==> src/rtl/uart_rx_oversample.sv <==
// UART receiver with 16x oversampling.
// A 2-flop synchronizer cleans up rx. A four-state FSM then finds the middle of the
// start bit and samples each data bit and the stop bit at mid-bit. Each completed frame
// is presented as a one-clock done pulse with the received word and a framing-error flag.
module uart_rx_oversample #(
  parameter int D_bit     = 8,
  parameter int stop_tick = 16
) (
  input  logic             clk,
  input  logic             rst,
  input  logic             rx,
  input  logic             s_tick,
  output logic [D_bit-1:0] rx_out,
  output logic             rx_done_tick,
  output logic             frame_err
);

  // Tick counter must reach 15 for data bits and stop_tick-1 for the stop bit
  localparam int CW = ($clog2(stop_tick) > 4) ? $clog2(stop_tick) : 4;
  localparam int NW = ($clog2(D_bit) > 1) ? $clog2(D_bit) : 1;

  localparam logic [CW-1:0] START_MID = CW'(7);
  localparam logic [CW-1:0] BIT_END   = CW'(15);
  localparam logic [CW-1:0] STOP_END  = CW'(stop_tick - 1);
  localparam logic [NW-1:0] LAST_BIT  = NW'(D_bit - 1);

  typedef enum logic [1:0] {
    ST_IDLE  = 2'd0,
    ST_START = 2'd1,
    ST_DATA  = 2'd2,
    ST_STOP  = 2'd3
  } state_t;

  logic             sync_meta_r;
  logic             sync_r;
  logic             rx_s;

  state_t           state_r,     state_s;
  logic [CW-1:0]    s_cnt_r,     s_cnt_s;
  logic [NW-1:0]    n_r,         n_s;
  logic [D_bit-1:0] shift_r,     shift_s;
  logic [D_bit-1:0] rx_out_r,    rx_out_s;
  logic             done_r,      done_s;
  logic             frame_err_r, frame_err_s;

  assign rx_s         = sync_r;
  assign rx_out       = rx_out_r;
  assign rx_done_tick = done_r;
  assign frame_err    = frame_err_r;

  // Two-flop synchronizer for the asynchronous serial line; resets to the idle level
  always_ff @(posedge clk or negedge rst) begin
    if (!rst) begin
      sync_meta_r <= 1'b1;
      sync_r      <= 1'b1;
    end else begin
      sync_meta_r <= rx;
      sync_r      <= sync_meta_r;
    end
  end

  // State, counters, shift register and registered outputs
  always_ff @(posedge clk or negedge rst) begin
    if (!rst) begin
      state_r     <= ST_IDLE;
      s_cnt_r     <= '0;
      n_r         <= '0;
      shift_r     <= '0;
      rx_out_r    <= '0;
      done_r      <= 1'b0;
      frame_err_r <= 1'b0;
    end else begin
      state_r     <= state_s;
      s_cnt_r     <= s_cnt_s;
      n_r         <= n_s;
      shift_r     <= shift_s;
      rx_out_r    <= rx_out_s;
      done_r      <= done_s;
      frame_err_r <= frame_err_s;
    end
  end

  // Next-state logic: mid-bit sampling driven by the 16x tick
  always_comb begin
    state_s     = state_r;
    s_cnt_s     = s_cnt_r;
    n_s         = n_r;
    shift_s     = shift_r;
    rx_out_s    = rx_out_r;
    done_s      = 1'b0;
    frame_err_s = frame_err_r;

    case (state_r)
      ST_IDLE: begin
        // Falling edge on the line: begin timing the start bit without waiting for a tick
        if (!rx_s) begin
          state_s = ST_START;
          s_cnt_s = '0;
        end else begin
          state_s = ST_IDLE;
        end
      end

      ST_START: begin
        if (s_tick) begin
          if (s_cnt_r == START_MID) begin
            // Mid start bit: still low means a real frame, otherwise a glitch
            if (!rx_s) begin
              state_s = ST_DATA;
              s_cnt_s = '0;
              n_s     = '0;
            end else begin
              state_s = ST_IDLE;
            end
          end else begin
            s_cnt_s = s_cnt_r + CW'(1);
          end
        end else begin
          state_s = ST_START;
        end
      end

      ST_DATA: begin
        if (s_tick) begin
          if (s_cnt_r == BIT_END) begin
            // Mid data bit: shift in LSB-first
            s_cnt_s = '0;
            shift_s = {rx_s, shift_r[D_bit-1:1]};
            if (n_r == LAST_BIT) begin
              state_s = ST_STOP;
            end else begin
              n_s = n_r + NW'(1);
            end
          end else begin
            s_cnt_s = s_cnt_r + CW'(1);
          end
        end else begin
          state_s = ST_DATA;
        end
      end

      ST_STOP: begin
        if (s_tick) begin
          if (s_cnt_r == STOP_END) begin
            // Stop sample: publish the word even on a framing error, flagged by frame_err.
            // Returning to IDLE mid-stop-bit lets a following frame start with no gap.
            rx_out_s    = shift_r;
            frame_err_s = ~rx_s;
            done_s      = 1'b1;
            state_s     = ST_IDLE;
          end else begin
            s_cnt_s = s_cnt_r + CW'(1);
          end
        end else begin
          state_s = ST_STOP;
        end
      end

      default: begin
        state_s = ST_IDLE;
        s_cnt_s = '0;
        n_s     = '0;
      end
    endcase
  end

endmodule

==> config.mk <==
export PLATFORM = sky130hd
export DESIGN_NAME = uart_rx_oversample
export DESIGN_NICKNAME = d
export VERILOG_FILES = /design/src/rtl/uart_rx_oversample.sv
export SDC_FILE = /design/constraint.sdc
export NUM_CORES = 1
export LEC_CHECK = 0
export ABC_AREA = 1
export CAP_MARGIN = 5
export CORE_MARGIN = 2
export CORE_UTILIZATION = 59
export DETAILED_ROUTE_END_ITERATION = 10
export PLACE_DENSITY = 0.82
export SLEW_MARGIN = 30
export SYNTH_ARGS = -nofsm -noshare
export SYNTH_HDL_FRONTEND = slang
export SYNTH_SLANG_ARGS = --single-unit
==> constraint.sdc <==
create_clock -name clk -period 2.2 [get_ports clk]
set_clock_uncertainty 0.15 [all_clocks]
set_input_delay 0.44 -clock clk [delete_from_list [all_inputs] [get_ports clk]]
set_output_delay 0.44 -clock clk [all_outputs]
set_load 0.02 [all_outputs]
==> run_results.csv <==
group,metric,value,unit
timing,finalWorstSetupSlack,315,ps
timing,slew_headroom,0.761,
detailed_routing,drc,0,
yosys,synth_cells,157,
floorplan,die-width,52.7,um
detailed_routing,drt_iter0_markers,20,
hold_path,min_path_type,"reg2reg",
global_route,grt.total_usage,0.235,
clock_network,clock-sinks,29,
global_route,grt_pass1_vias,1078,
critical_path,worstSetupStartpoint,"frame_err",
critical_path,critPathMaxStageDelay,600,ps
global_route,grt_pass1_wl,4.51,mm
clock_network,htreeDepth,2,
place,post-dp-hpwl,1.75,mm
critical_path,path_cells,"clkdlybuf4s50_1",
yosys,synth_xor_area_frac,0,
floorplan,die_h,52.7,um
critical_path,cp-end-kind,"primary output",
power,p_leak,0.807,nW
critical_path,cpLargestDelayFamily,"buffers and inverters",
critical_path,worstPathRequired,1610,ps
flow_run,drv_cap,0,
cells_and_area,drive_gt1_frac,0.152,
cells_and_area,diodes,0,
floorplan,initial_core_util,0.626,
timing,rsz0062_at_grt,"no",
hold_path,worstHoldStart,"sync_meta_r",
yosys,yosys-mux-area-fraction,0,
timing,worstMarginPinSlew,359,ps
detailed_routing,drt-pass1-iter-count,4,
timing,maxSlewViolCount,0,
clock_network,holdBufCountCts,0,
detailed_routing,viasPerCell,5.12,
cells_and_area,fin_nets,184,
yosys,ys_types,22,
power,cellPowerDensity,1300,nW/um2
place,pre_cts_ws,341,ps
timing,max_freq,530,MHz
critical_path,critical_path_class,"reg2out",
critical_path,cp_slowest_cell,"clkdlybuf4s50_1",
critical_path,path_buf_inv,1,
yosys,yosysWarnings,0,
clock_network,cts_buffers,5,
global_route,antenna_found_initial,0,
yosys,synth-compound-area-share,0.124,
cells_and_area,post-route-util,0.719,
yosys,ys_ff_latch,29,
run_status,status,"completed",
critical_path,r2r_start,"s_cnt_r[0]",
yosys,syn-num-nets,164,
hold_path,holdPathStages,0,
yosys,seq_area_frac_synth,0.521,
detailed_routing,num_vias,1055,
critical_path,cp_num_cells,1,
timing,finalCriticalPeriod,1890,ps
power,ir_drop,1.02,mV
floorplan,dieArea,2780,um2
detailed_routing,wirelength,2.51,mm
clock_network,clockRootBuffer,"clkbuf_4",
clock_network,clk_path_buf_depth,2,
clock_network,cts_setup_buffers,0,
critical_path,start_kind,"flop",
critical_path,worstPathMaxFanout,2,
cells_and_area,register_area,728,um2
detailed_routing,wl_per_cell,12.2,um
timing,finalCritPeriodShare,0.857,
yosys,synth_simple_gate_area_share,0.258,
clock_network,clock_latency,330,ps
global_route,overflow,0,
yosys,avgSynthCellArea,8.91,um2
floorplan,std_cell_rows,17,
timing,hold_viol_final,0,
cells_and_area,area_growth,14.8,%
power,power,2.09,mW
floorplan,coreArea,2230,um2
cells_and_area,nFillCells,173,
detailed_routing,ant_nets,0,
place,place_congestion,0.912,
timing,final-setup-viol-count,0,
place,io_buffer_count,13,
clock_network,cts_tree,"yes",
yosys,synth_top_family_by_area,"simple AND/OR/NAND/NOR gates",
yosys,synthAdderAreaFrac,0.0268,
clock_network,ctsResizeCount,0,
timing,setup_tns,0,ps
clock_network,clk_pin_slew,90,ps
yosys,netlist_area,1400,um2
critical_path,r2r_cells,7,
critical_path,arrival,1300,ps
global_route,grt_max_degree,30,
cells_and_area,multiInputGateArea,573,um2
floorplan,io-pin-count,14,
-- cell usage after synthesis (all sizes together) --
cell | count | area share
nand2 | 54 | 0.15
dfrtp | 27 | 0.48
o21ai | 21 | 0.10
inv | 20 | 0.054
nor2 | 10 | 0.043
nand3 | 9 | 0.041
ha | 3 | 0.027
buf | 2 | 0.016
dfstp | 2 | 0.038
nand3b | 2 | 0.011
nor3 | 2 | 0.0072
o22ai | 2 | 0.013
a21boi | 1 | 0.0054
a21oi | 1 | 0.0036
nand4 | 1 | 0.0045
-- sequential cells by signal, summed over array words and instances, names as in the netlist --
| register | count |
|---|---|
| rx_done_tick | 1 |
| shift_r | 8 |
| sync_meta_r | 1 |
| rx_out | 8 |
| s_cnt_r | 4 |
| rx_s | 1 |
| state_r | 2 |
| n_r | 3 |
| frame_err | 1 |
-- area by class of cell --
type / instances / area share
inverter: 20 / 0.0468
tap: 28 / 0.0218
sequential: 29 / 0.454
clock buffer: 8 / 0.0304
multi-input combinational: 106 / 0.357
timing repair buffer: 15 / 0.0904
-- worst paths after layout --
kind                              endpoint  slack, ps
worst max-delay path             frame_err        310
worst max register to register  s_cnt_r[0]        530
max in group asynchronous             rx_s       1250
min in group asynchronous       s_cnt_r[3]        330
worst min-delay path                  rx_s        210
worst min register to register        rx_s        210
-- per-stage QoR --
| step | hold slack, ps | instances | instance area, um2 |
|---|---|---|---|
| 4_1_cts | 209 | 206 | 1610 |
| 2_1_floorplan | -5.59 | 157 | 1400 |
| 3_3_place_gp | 196 | 198 | 1560 |
| 5_1_grt | 213 | 206 | 1610 |
| 6_report | 208 | 206 | 1610 |
| 3_5_place_dp | 197 | 198 | 1560 |
-- kinds of logic after synthesis --
family                   count (synthesis)
AO/OA/AOI/OAI                           25
flip-flops                              29
buffers and inverters                   22
adder cells (fa/ha/maj)                  3
AND/OR/NAND/NOR                         78
-- cells in the final DEF, fill, tap and decap left out --
master	n
nand3b_1	2
nand3_1	8
nand2_2	1
buf_4	2
ha_1	3
nor2_1	7
inv_1	19
nand3_4	1
o22ai_1	1
dfstp_2	2
a21boi_0	1
nor2_4	3
clkbuf_1	3
a21oi_1	1
nor3_1	2
nand2_1	52
dfrtp_1	27
o21ai_0	11
inv_2	1
nand4_1	1
o21ai_2	10
nand2_4	1
clkbuf_4	5
o22ai_2	1
clkdlybuf4s50_1	13
-- layer usage --
| layer | track usage | share of wire |
|---|---|---|
| met3 | 0.0943 | 0.042 |
| met1 | 0.285 | 0.46 |
| met2 | 0.358 | 0.47 |
| met5 | 0 | 0 |
| met4 | 0.124 | 0.023 |
-- power breakdown --
part           leakage (nW)  switching (mW)  internal, mW  total [mW]
Sequential            0.338           0.171         0.733       0.904
Combinational         0.442           0.515         0.363       0.879
Clock                0.0265           0.177         0.127       0.304
Total                 0.807           0.863          1.22        2.09
No activity file was read; power rests on OpenSTA's default activity.
